File: config.mk
export PLATFORM = sky130hd
export DESIGN_NAME = db_sw_sched
export DESIGN_NICKNAME = d
export VERILOG_FILES = /design/src/rtl/db_pkg.sv /design/src/rtl/db_tick_gen.sv /design/src/rtl/db_sw_sched.sv
export SDC_FILE = /design/constraint.sdc
export NUM_CORES = 1
export LEC_CHECK = 0
export BUFFER_PORTS_ARGS = -buffer_cell sky130_fd_sc_hd__buf_2
export CAP_MARGIN = 25
export CORE_ASPECT_RATIO = 1.5
export CORE_MARGIN = 10
export CORE_UTILIZATION = 59
export DETAILED_ROUTE_END_ITERATION = 10
export PLACE_DENSITY = 0.8
export SLEW_MARGIN = 20
export SYNTH_ARGS = -nofsm -noshare
export SYNTH_HDL_FRONTEND = slang
export SYNTH_SLANG_ARGS = --single-unit
File: constraint.sdc
create_clock -name clk -period 4 [get_ports clk]
set_input_delay 0.6 -clock clk [delete_from_list [all_inputs] [get_ports clk]]
set_output_delay 0.6 -clock clk [all_outputs]
set_load 0.02 [all_outputs]
File: src/rtl/db_pkg.sv
// Shared types and the per-channel debounce transition function for the
// time-multiplexed switch debouncer.
package db_pkg;

   typedef enum logic [2:0] {
      ZERO    = 3'd0,
      WAIT1_1 = 3'd1,
      WAIT1_2 = 3'd2,
      ONE     = 3'd3,
      WAIT0_1 = 3'd4,
      WAIT0_2 = 3'd5
   } db_state_t;

   typedef enum logic {
      IDLE  = 1'b0,
      SWEEP = 1'b1
   } ctrl_t;

   // Three agreeing samples are needed to cross between the stable states;
   // any disagreeing sample drops straight back to the stable state.
   function automatic db_state_t db_next(input db_state_t cur, input logic s);
      db_state_t nxt;
      case (cur)
         ZERO:    nxt = s ? WAIT1_1 : ZERO;
         WAIT1_1: nxt = s ? WAIT1_2 : ZERO;
         WAIT1_2: nxt = s ? ONE     : ZERO;
         ONE:     nxt = s ? ONE     : WAIT0_1;
         WAIT0_1: nxt = s ? ONE     : WAIT0_2;
         WAIT0_2: nxt = s ? ONE     : ZERO;
         default: nxt = ZERO;
      endcase
      return nxt;
   endfunction

   function automatic logic db_is_high(input db_state_t cur);
      return (cur == ONE) || (cur == WAIT0_1) || (cur == WAIT0_2);
   endfunction

endpackage

File: src/rtl/db_tick_gen.sv
// Free-running sample tick: one-cycle pulse every CLK_FREQ/TICK_HZ clocks.
module db_tick_gen #(
   parameter int CLK_FREQ = 200_000_000,
   parameter int TICK_HZ  = 100
) (
   input  logic clk,
   input  logic rst,
   output logic tick
);

   localparam int TICK_CYC = CLK_FREQ / TICK_HZ;
   localparam int CW       = (TICK_CYC > 1) ? $clog2(TICK_CYC) : 1;

   logic [CW-1:0] r_cnt;
   logic          w_wrap;

   assign w_wrap = (r_cnt == CW'(TICK_CYC - 1));
   assign tick   = w_wrap;

   always_ff @(posedge clk) begin
      if (rst) begin
         r_cnt <= '0;
      end else if (w_wrap) begin
         r_cnt <= '0;
      end else begin
         r_cnt <= r_cnt + 1'b1;
      end
   end

endmodule

File: src/rtl/db_sw_sched.sv
// Debouncer for N_SW switches sharing one tick generator and one next-state
// evaluator; a sweep visits each channel once per tick, one channel per clock.
module db_sw_sched
   import db_pkg::*;
#(
   parameter int CLK_FREQ = 200_000_000,
   parameter int TICK_HZ  = 100,
   parameter int N_SW     = 8
) (
   input  logic            clk,
   input  logic            rst,
   input  logic [N_SW-1:0] sw,
   output logic [N_SW-1:0] db,
   output logic [N_SW-1:0] db_rise,
   output logic [N_SW-1:0] db_fall,
   output logic            tick
);

   localparam int TICK_CYC = CLK_FREQ / TICK_HZ;
   localparam int IW       = (N_SW > 1) ? $clog2(N_SW) : 1;

   // A sweep must finish before the next tick, so a tick never lands mid-sweep.
   if (N_SW < 1 || N_SW >= TICK_CYC) begin : g_paramCheck
      $error("db_sw_sched: N_SW must satisfy 1 <= N_SW < CLK_FREQ/TICK_HZ");
   end

   logic [N_SW-1:0] r_swMeta;
   logic [N_SW-1:0] r_swSync;
   ctrl_t           r_ctrl;
   ctrl_t           w_ctrlNext;
   logic [IW-1:0]   r_idx;
   logic [IW-1:0]   w_idxNext;
   db_state_t       r_state [N_SW];
   db_state_t       w_slotCur;
   db_state_t       w_slotNext;
   logic            w_sample;
   logic            w_update;
   logic            w_tick;
   logic [N_SW-1:0] r_rise;
   logic [N_SW-1:0] r_fall;

   db_tick_gen #(
      .CLK_FREQ (CLK_FREQ),
      .TICK_HZ  (TICK_HZ)
   ) u_tickGen (
      .clk  (clk),
      .rst  (rst),
      .tick (w_tick)
   );

   always_ff @(posedge clk) begin
      if (rst) begin
         r_swMeta <= '0;
         r_swSync <= '0;
      end else begin
         r_swMeta <= sw;
         r_swSync <= r_swMeta;
      end
   end

   always_ff @(posedge clk) begin
      if (rst) begin
         r_ctrl <= IDLE;
         r_idx  <= '0;
      end else begin
         r_ctrl <= w_ctrlNext;
         r_idx  <= w_idxNext;
      end
   end

   // Ticks seen while sweeping are ignored rather than restarting the sweep.
   always_comb begin
      w_ctrlNext = r_ctrl;
      w_idxNext  = r_idx;
      w_update   = 1'b0;
      case (r_ctrl)
         IDLE: begin
            if (w_tick) begin
               w_ctrlNext = SWEEP;
               w_idxNext  = '0;
            end
         end
         SWEEP: begin
            w_update = 1'b1;
            if (r_idx == IW'(N_SW - 1)) begin
               w_ctrlNext = IDLE;
               w_idxNext  = '0;
            end else begin
               w_idxNext = r_idx + 1'b1;
            end
         end
         default: begin
            w_ctrlNext = IDLE;
            w_idxNext  = '0;
         end
      endcase
   end

   assign w_slotCur  = r_state[r_idx];
   assign w_sample   = r_swSync[r_idx];
   assign w_slotNext = db_next(w_slotCur, w_sample);

   always_ff @(posedge clk) begin
      if (rst) begin
         for (int i = 0; i < N_SW; i++) begin
            r_state[i] <= ZERO;
         end
      end else if (w_update) begin
         r_state[r_idx] <= w_slotNext;
      end
   end

   // Pulses land in the same cycle the decoded level changes.
   always_ff @(posedge clk) begin
      if (rst) begin
         r_rise <= '0;
         r_fall <= '0;
      end else begin
         r_rise <= '0;
         r_fall <= '0;
         if (w_update && (w_slotCur == WAIT1_2) && (w_slotNext == ONE)) begin
            r_rise[r_idx] <= 1'b1;
         end
         if (w_update && (w_slotCur == WAIT0_2) && (w_slotNext == ZERO)) begin
            r_fall[r_idx] <= 1'b1;
         end
      end
   end

   always_comb begin
      db = '0;
      for (int i = 0; i < N_SW; i++) begin
         db[i] = db_is_high(r_state[i]);
      end
   end

   assign db_rise = r_rise;
   assign db_fall = r_fall;
   assign tick    = w_tick;

endmodule

# Yosys cells after proc, flatten, opt, wreduce, memory -nomap -nowiden
# Memories as Yosys holds them, arrays and structs flattened. A register that Yosys moved wholly into a read port is not among the register bits.
# Cells that the tools add are included.
# totals
mem_bits_rw,24
inputBits,10
out_inout_bits,25
latch_bits,0
regBits,57
rom_bits,0
n_memories,1
# op_classes
reduce_logical,28
magnitude_cmp,2
bitwise_logic,3
addsub,2
multipliers,0
n_shift,0
eq_ne,33
div_mod_pow,0
mux,27
# memory_table
name,words,word_bits,read_ports,rd_ports_with_merged_regs,write_ports,line,source
r_state,8,3,9,1,8,db_sw_sched.sv:33,db_state_t r_state [N_SW];
# op_table
operator,count
"equality test 3 bit, second input constant",19
"equality test 3 x 2 -> 1 bit, second input constant",11
2-to-1 mux 3 bit,8
"adder 21 x 1 -> 21 bit, second input constant",1
"equality test 21 bit, second input constant",1
logical OR 1 bit,16
one-hot mux 3 bit (5 select lines),1
2-to-1 mux 1 bit,12
OR reduction 2 bit,4
logical NOT 3 bit,2
one-hot mux 3 bit (2 select lines),1
logical AND 1 bit,5
"< comparator 3 x 4 -> 1 bit, second input constant",1
2-to-1 mux 2 bit,2
"adder 3 x 1 -> 3 bit, second input constant",1
binary-select mux 1 bit (select 3 bit),1
demux 1 bit (select 3 bit),1
"equality test 3 x 1 -> 1 bit, second input constant",1
">= comparator 3 x 1 -> 1 bit, second input constant",1
inverter 1 bit,3
OR reduction 3 bit,1
"inequality test 2 bit, second input constant",1
one-hot mux 1 bit (2 select lines),1

# Depth between registers and ports, before layout
# depth
depth_word,8
ltp_mapped,6
depth_no_buf,5

# Modules after synthesis
# A second synthesis with hierarchy kept.
# hier_totals
cells_unflattened,318
area_unflattened_um2,3549.7
# modules_own_cells
mod,cells_per_inst,seq_area_each_um2,area_each_um2,n_inst
db_sw_sched,204,1501.4,2533.7,1
db_tick_gen,114,420.4,1016.0,1

# Least setup slack after synthesis
# OpenSTA, ideal clock, no wires.
# synth_path
kind,register to register
startpoint,register (tool-made name)
endpoint,"memory r_state[5][2] in the netlist's numbering, data pin"
path_stages_with_launch,7
path_slack_ns,1.950
period_less_slack_ns,2.050
arrival_ns,1.882
n_path_buf,2
path_cell_list,dfxtp_1 -> buf_6 -> mux4_2 -> mux2_4 -> or3_1 -> buf_6 -> a211oi_1
# synth_rtl
item,line
"end, declared",db_sw_sched.sv:33

==> out/qor_table.md <==
| Stage | Quantity | This run |
|:---|:---|:---|
| synth | Most used DFF post-synth | dfxtp_1 |
| drt | Wirelength per Cell | 16.5 um |
| global routing | Total global routing overflow | 0 |
| cells and area | Area growth syn-to-layout | 9.79% |
| floorplan | Overall die area | 9530 um2 |
| synth | Number of register bits inferred by synthesis | 84 |
| drt | Count of TritonRoute iterations in the first routing pass | 4 |
| pwr | Switching fraction of total power | 23.5% |
| floorplan | Die Span X | 83.1 um |
| synth | Nets in the synthesized netlist | 333 |
| global routing | Initial antenna violation count | 0 |
| pwr | Worst ir drop on vdd | 0.000416 V |
| cells and area | Fin util | 66.9% |
| hold path | Type of the worst min-delay path | flop to flop |
| drt | Overall via count from detail_route | 2,502 |
| pwr | Sequential Power Share | 60.3% |
| synth | Post-synth design cell area | 3530 um2 |
| clock network | Number of buffers added by the clock tree synthesis step | 9 |
| clock network | Clock edge transition at the registers on the reported setup and hold paths | 0.08 ns |
| floorplan | Die Y | 115 um |
| clock network | Max clock buf depth | 2 |
| critical path | Worst-path fanout max | 8 |
| synth | Number of enable-type register cells in the synthesized netlist | 24 |
| synth | Distinct cells, synth | 43 |
| sta | Final-report setup violation count | 0 |
| critical path | Type of element launching the critical path | flop |
| critical path | CP endpoint kind | flop |
| sta | Relative max-transition margin | 28.2% |
| drt | Detailed Route Iter0 Violations | 207 |
| place | Weighted congestion at the end of routability-driven global placement | 0.939 |
| global routing | First-pass GRT wire length | 11,500 um |
| pwr | Net switching power of the design | 0.351 mW |
| sta | Setup total negative slack | 0 ns |
| clock network | CTS Root Buffer Type | clkbuf_8 |
| clock network | Depth of the CTS H-tree | 3 |
| cells and area | # fillers | 474 |
| drt | Routed Wire Length | 7050 um |
| drt | Final antenna-violating net count | 0 |
| critical path | Type of the worst setup path | flop to flop |
| sta | Fin. Hold Viols | 0 |
| place | Number of port buffers | 34 |
| critical path | Flop2flop setup slack | 1.41 ns |
| outcome | Run status | complete, no violations |
| cells and area | Total area of multi-input combinational cells | 1500 um2 |
| sta | Worst-margin pin slew | 1.07 ns |
| floorplan | IO Pins | 35 |
| sta | Max Freq | 386 MHz |
| cells and area | Number of nets in the final layout | 364 |
| synth | Mean instance size in the synthesized netlist | 11.0 um2 |
| sta | Post-route minimum period | 2.59 ns |
| synth | Proportion of synthesized flip-flops having asynchronous set or reset | 0% |
| critical path | Crit Reg-Reg Endpoint | r_state[2][2]$_SDFFCE_PN0P_ |
| clock network | CTS tree | done |
| critical path | CP Data Required Time | 4.15 ns |
| pwr | Combinational share of power | 4.2% |
| critical path | Arrival time at the worst endpoint | 2.74 ns |
| critical path | Worst setup endpoint | r_state[2][2]$_SDFFCE_PN0P_ |
| clock network | Number of hold-repair buffers added at the cts stage | 0 |
| pwr | Leakage | 1.40 nW |
| drt | Average via count per standard cell | 5.85 |
| clock network | Number of gates given a new drive strength after cts | 0 |
| cells and area | Layout cells sized above 1 | 18.0% |
| place | Total half-perimeter wirelength after legalization and detailed placement | 5180 um |
| sta | Unrepaired setup endpoints after global routing | false |
| global routing | Global routing usage summed across all routing layers | 14.8% |
| job | Number of violations of the max-capacitance limit | 0 |
| critical path | Reg2Reg Depth | 4 |
| global routing | Largest net degree at the start of global routing | 33 |
| cells and area | Area of all sequential standard cells | 1920 um2 |
| sta | Part of the cycle the worst path needs | 64.8% |
| floorplan | Number of core rows | 34 |
| sta | Final Max Tran Viols | 0 |
| cells and area | Antenna Cells | 0 |
| synth | Warnings from Yosys | 0 |
| clock network | Sink count of the clock tree | 84 |
| pwr | P_int | 1.14 mW |
| synth | Count of mapped cells out of synthesis | 320 |
| floorplan | Std-Cell Core Area | 5790 um2 |
| clock network | Post-CTS setup repair buffer count | 0 |
| synth | Sequential cell area fraction in the yosys report | 54.5% |
| global routing | Vias in the first global route | 2,502 |
| pwr | Clock group share of total power | 35.5% |
| drt | Number of remaining DRC errors | 0 |
| sta | Final Skew | 0.00963 ns |
| pwr | Power density over cell area | 386 nW/um2 |
| clock network | Later-pin clock latency in the skew report | 0.35 ns |
| floorplan | Starting density of the core | 61.0% |
how the worst min path moves through the flow:
| stage | start | end | slack, ns | depth (start not counted) |
|---|---|---|---|---|
| floorplan | r_swMeta[0]$_SDFF_PP0_ | r_swSync[0]$_SDFF_PP0_ | 0.41 | 1 |
| global placement | r_swMeta[1]$_SDFF_PP0_ | r_swSync[1]$_SDFF_PP0_ | 0.42 | 1 |
| detailed placement | r_swMeta[1]$_SDFF_PP0_ | r_swSync[1]$_SDFF_PP0_ | 0.43 | 1 |
| CTS | r_swMeta[1]$_SDFF_PP0_ | r_swSync[1]$_SDFF_PP0_ | 0.44 | 1 |
| global route | sw[7] | r_swMeta[7]$_SDFF_PP0_ | 0.44 | 2 |
| finish | r_swMeta[1]$_SDFF_PP0_ | r_swSync[1]$_SDFF_PP0_ | 0.44 | 1 |
Yosys cell counts, types with 2 or more instances:
cell type,n,area (um2)
dfxtp_1,60,1200
nor2_1,34,128
edfxtp_1,24,721
nand2_1,21,78.8
nor2b_1,19,119
nor4_1,19,119
nand3_1,14,70.1
a21oi_1,12,60.1
mux2i_1,11,110
nand2b_1,9,56.3
a211oi_1,8,60.1
clkbuf_1,8,30.0
o21ai_0,8,40.0
or3_1,8,50.1
xnor2_1,7,61.3
nand4_1,6,37.5
xor2_1,5,43.8
and3_1,4,25.0
mux4_1,4,105
mux4_2,4,90.1
ha_1,3,37.5
or4_1,3,22.5
and2b_2,2,17.5
buf_2,2,10.0
buf_6,2,22.5
clkbuf_8,2,27.5
inv_1,2,7.51
nor3_1,2,10.0
nor4bb_1,2,20.0
o31ai_1,2,15.0
critical path, stage by stage, from the launching register on:
cell and delay (ns):
dfxtp_1 0.53, mux4_1 0.63, mux2i_1 0.49, nand3_1 0.35
a211oi_1 0.39
power groups by stage:
| stage | clock network (mW) | registers, mW | logic, mW |
|---|---|---|---|
| after floorplan | 0 | 0.917 | 0.0469 |
| after global placement | 0 | 0.921 | 0.0617 |
| after detailed placement | 0 | 0.921 | 0.0628 |
| after CTS | 0.537 | 0.901 | 0.0633 |
| after global routing | 0.573 | 0.904 | 0.0694 |
| final | 0.531 | 0.901 | 0.0633 |
cells by family after synthesis:
family	after synthesis	synth area share (%)
compound gates	31	5.18
xor+xnor	12	2.98
fa+ha+maj	3	1.06
buf+inv	17	2.98
flops	84	54.5
mux	22	9.79
simple gates	151	23.5
cell type report:
cell class,count,share of cell area [%]
Clock buffer,9,3.20
Clock inverter,7,1.32
Inverter,2,0.194
Multi-Input combinational cell,219,38.7
Sequential cell,84,49.6
Tap cell,72,2.33
Timing Repair Buffer,35,4.59
flip-flops by register name, summed over array words and instances (netlist names), named ones only:
name and count:
r_idx 3, db_fall 8, r_swMeta 8, db_rise 8, r_swSync 8, u_tickGen.r_cnt 21, r_state 24, r_ctrl 1
per-layer routing:
metal | GRT usage [%] | share of wire, % | up-vias
li1 | - | - | 1235
met1 | 14.1 | 37 | 1184
met2 | 28.3 | 56 | 65
met3 | 3.35 | 4.3 | 18
met4 | 8.43 | 2.7 | 0
met5 | 0 | 0 | -
stage by stage:
stage | instance area [um2] | power [mW] | setup WS [ns] | cells | hold WS [ns]
final | 3870 | 1.50 | 1.41 | 428 | 0.436
after global placement | 3700 | 0.982 | 1.57 | 412 | 0.419
after global routing | 3870 | 1.55 | 1.32 | 428 | 0.445
after floorplan | 3530 | 0.964 | 1.95 | 320 | 0.414
after detailed placement | 3700 | 0.984 | 1.49 | 412 | 0.426
after CTS | 3870 | 1.50 | 1.45 | 428 | 0.443
cell usage in the layout, fill, tap and decap left out, types with 2 or more instances in the layout:
master / n
ha_1: 3
nor3_1: 2
edfxtp_1: 24
nand3_1: 14
clkinv_4: 3
or4_1: 3
nand4_1: 6
a21oi_1: 12
a211oi_1: 8
dfxtp_1: 60
clkinv_2: 2
nor4bb_1: 2
o21ai_0: 8
nand2b_1: 9
or3_1: 8
and3_1: 4
nand2_1: 21
mux2i_1: 11
nor2b_1: 19
inv_1: 2
xnor2_1: 7
mux4_1: 4
clkbuf_8: 9
nor4_1: 19
buf_2: 34
xor2_1: 5
and2b_2: 2
mux4_2: 4
nor2_1: 34
o31ai_1: 2
Power figures use the tool's default switching activity.
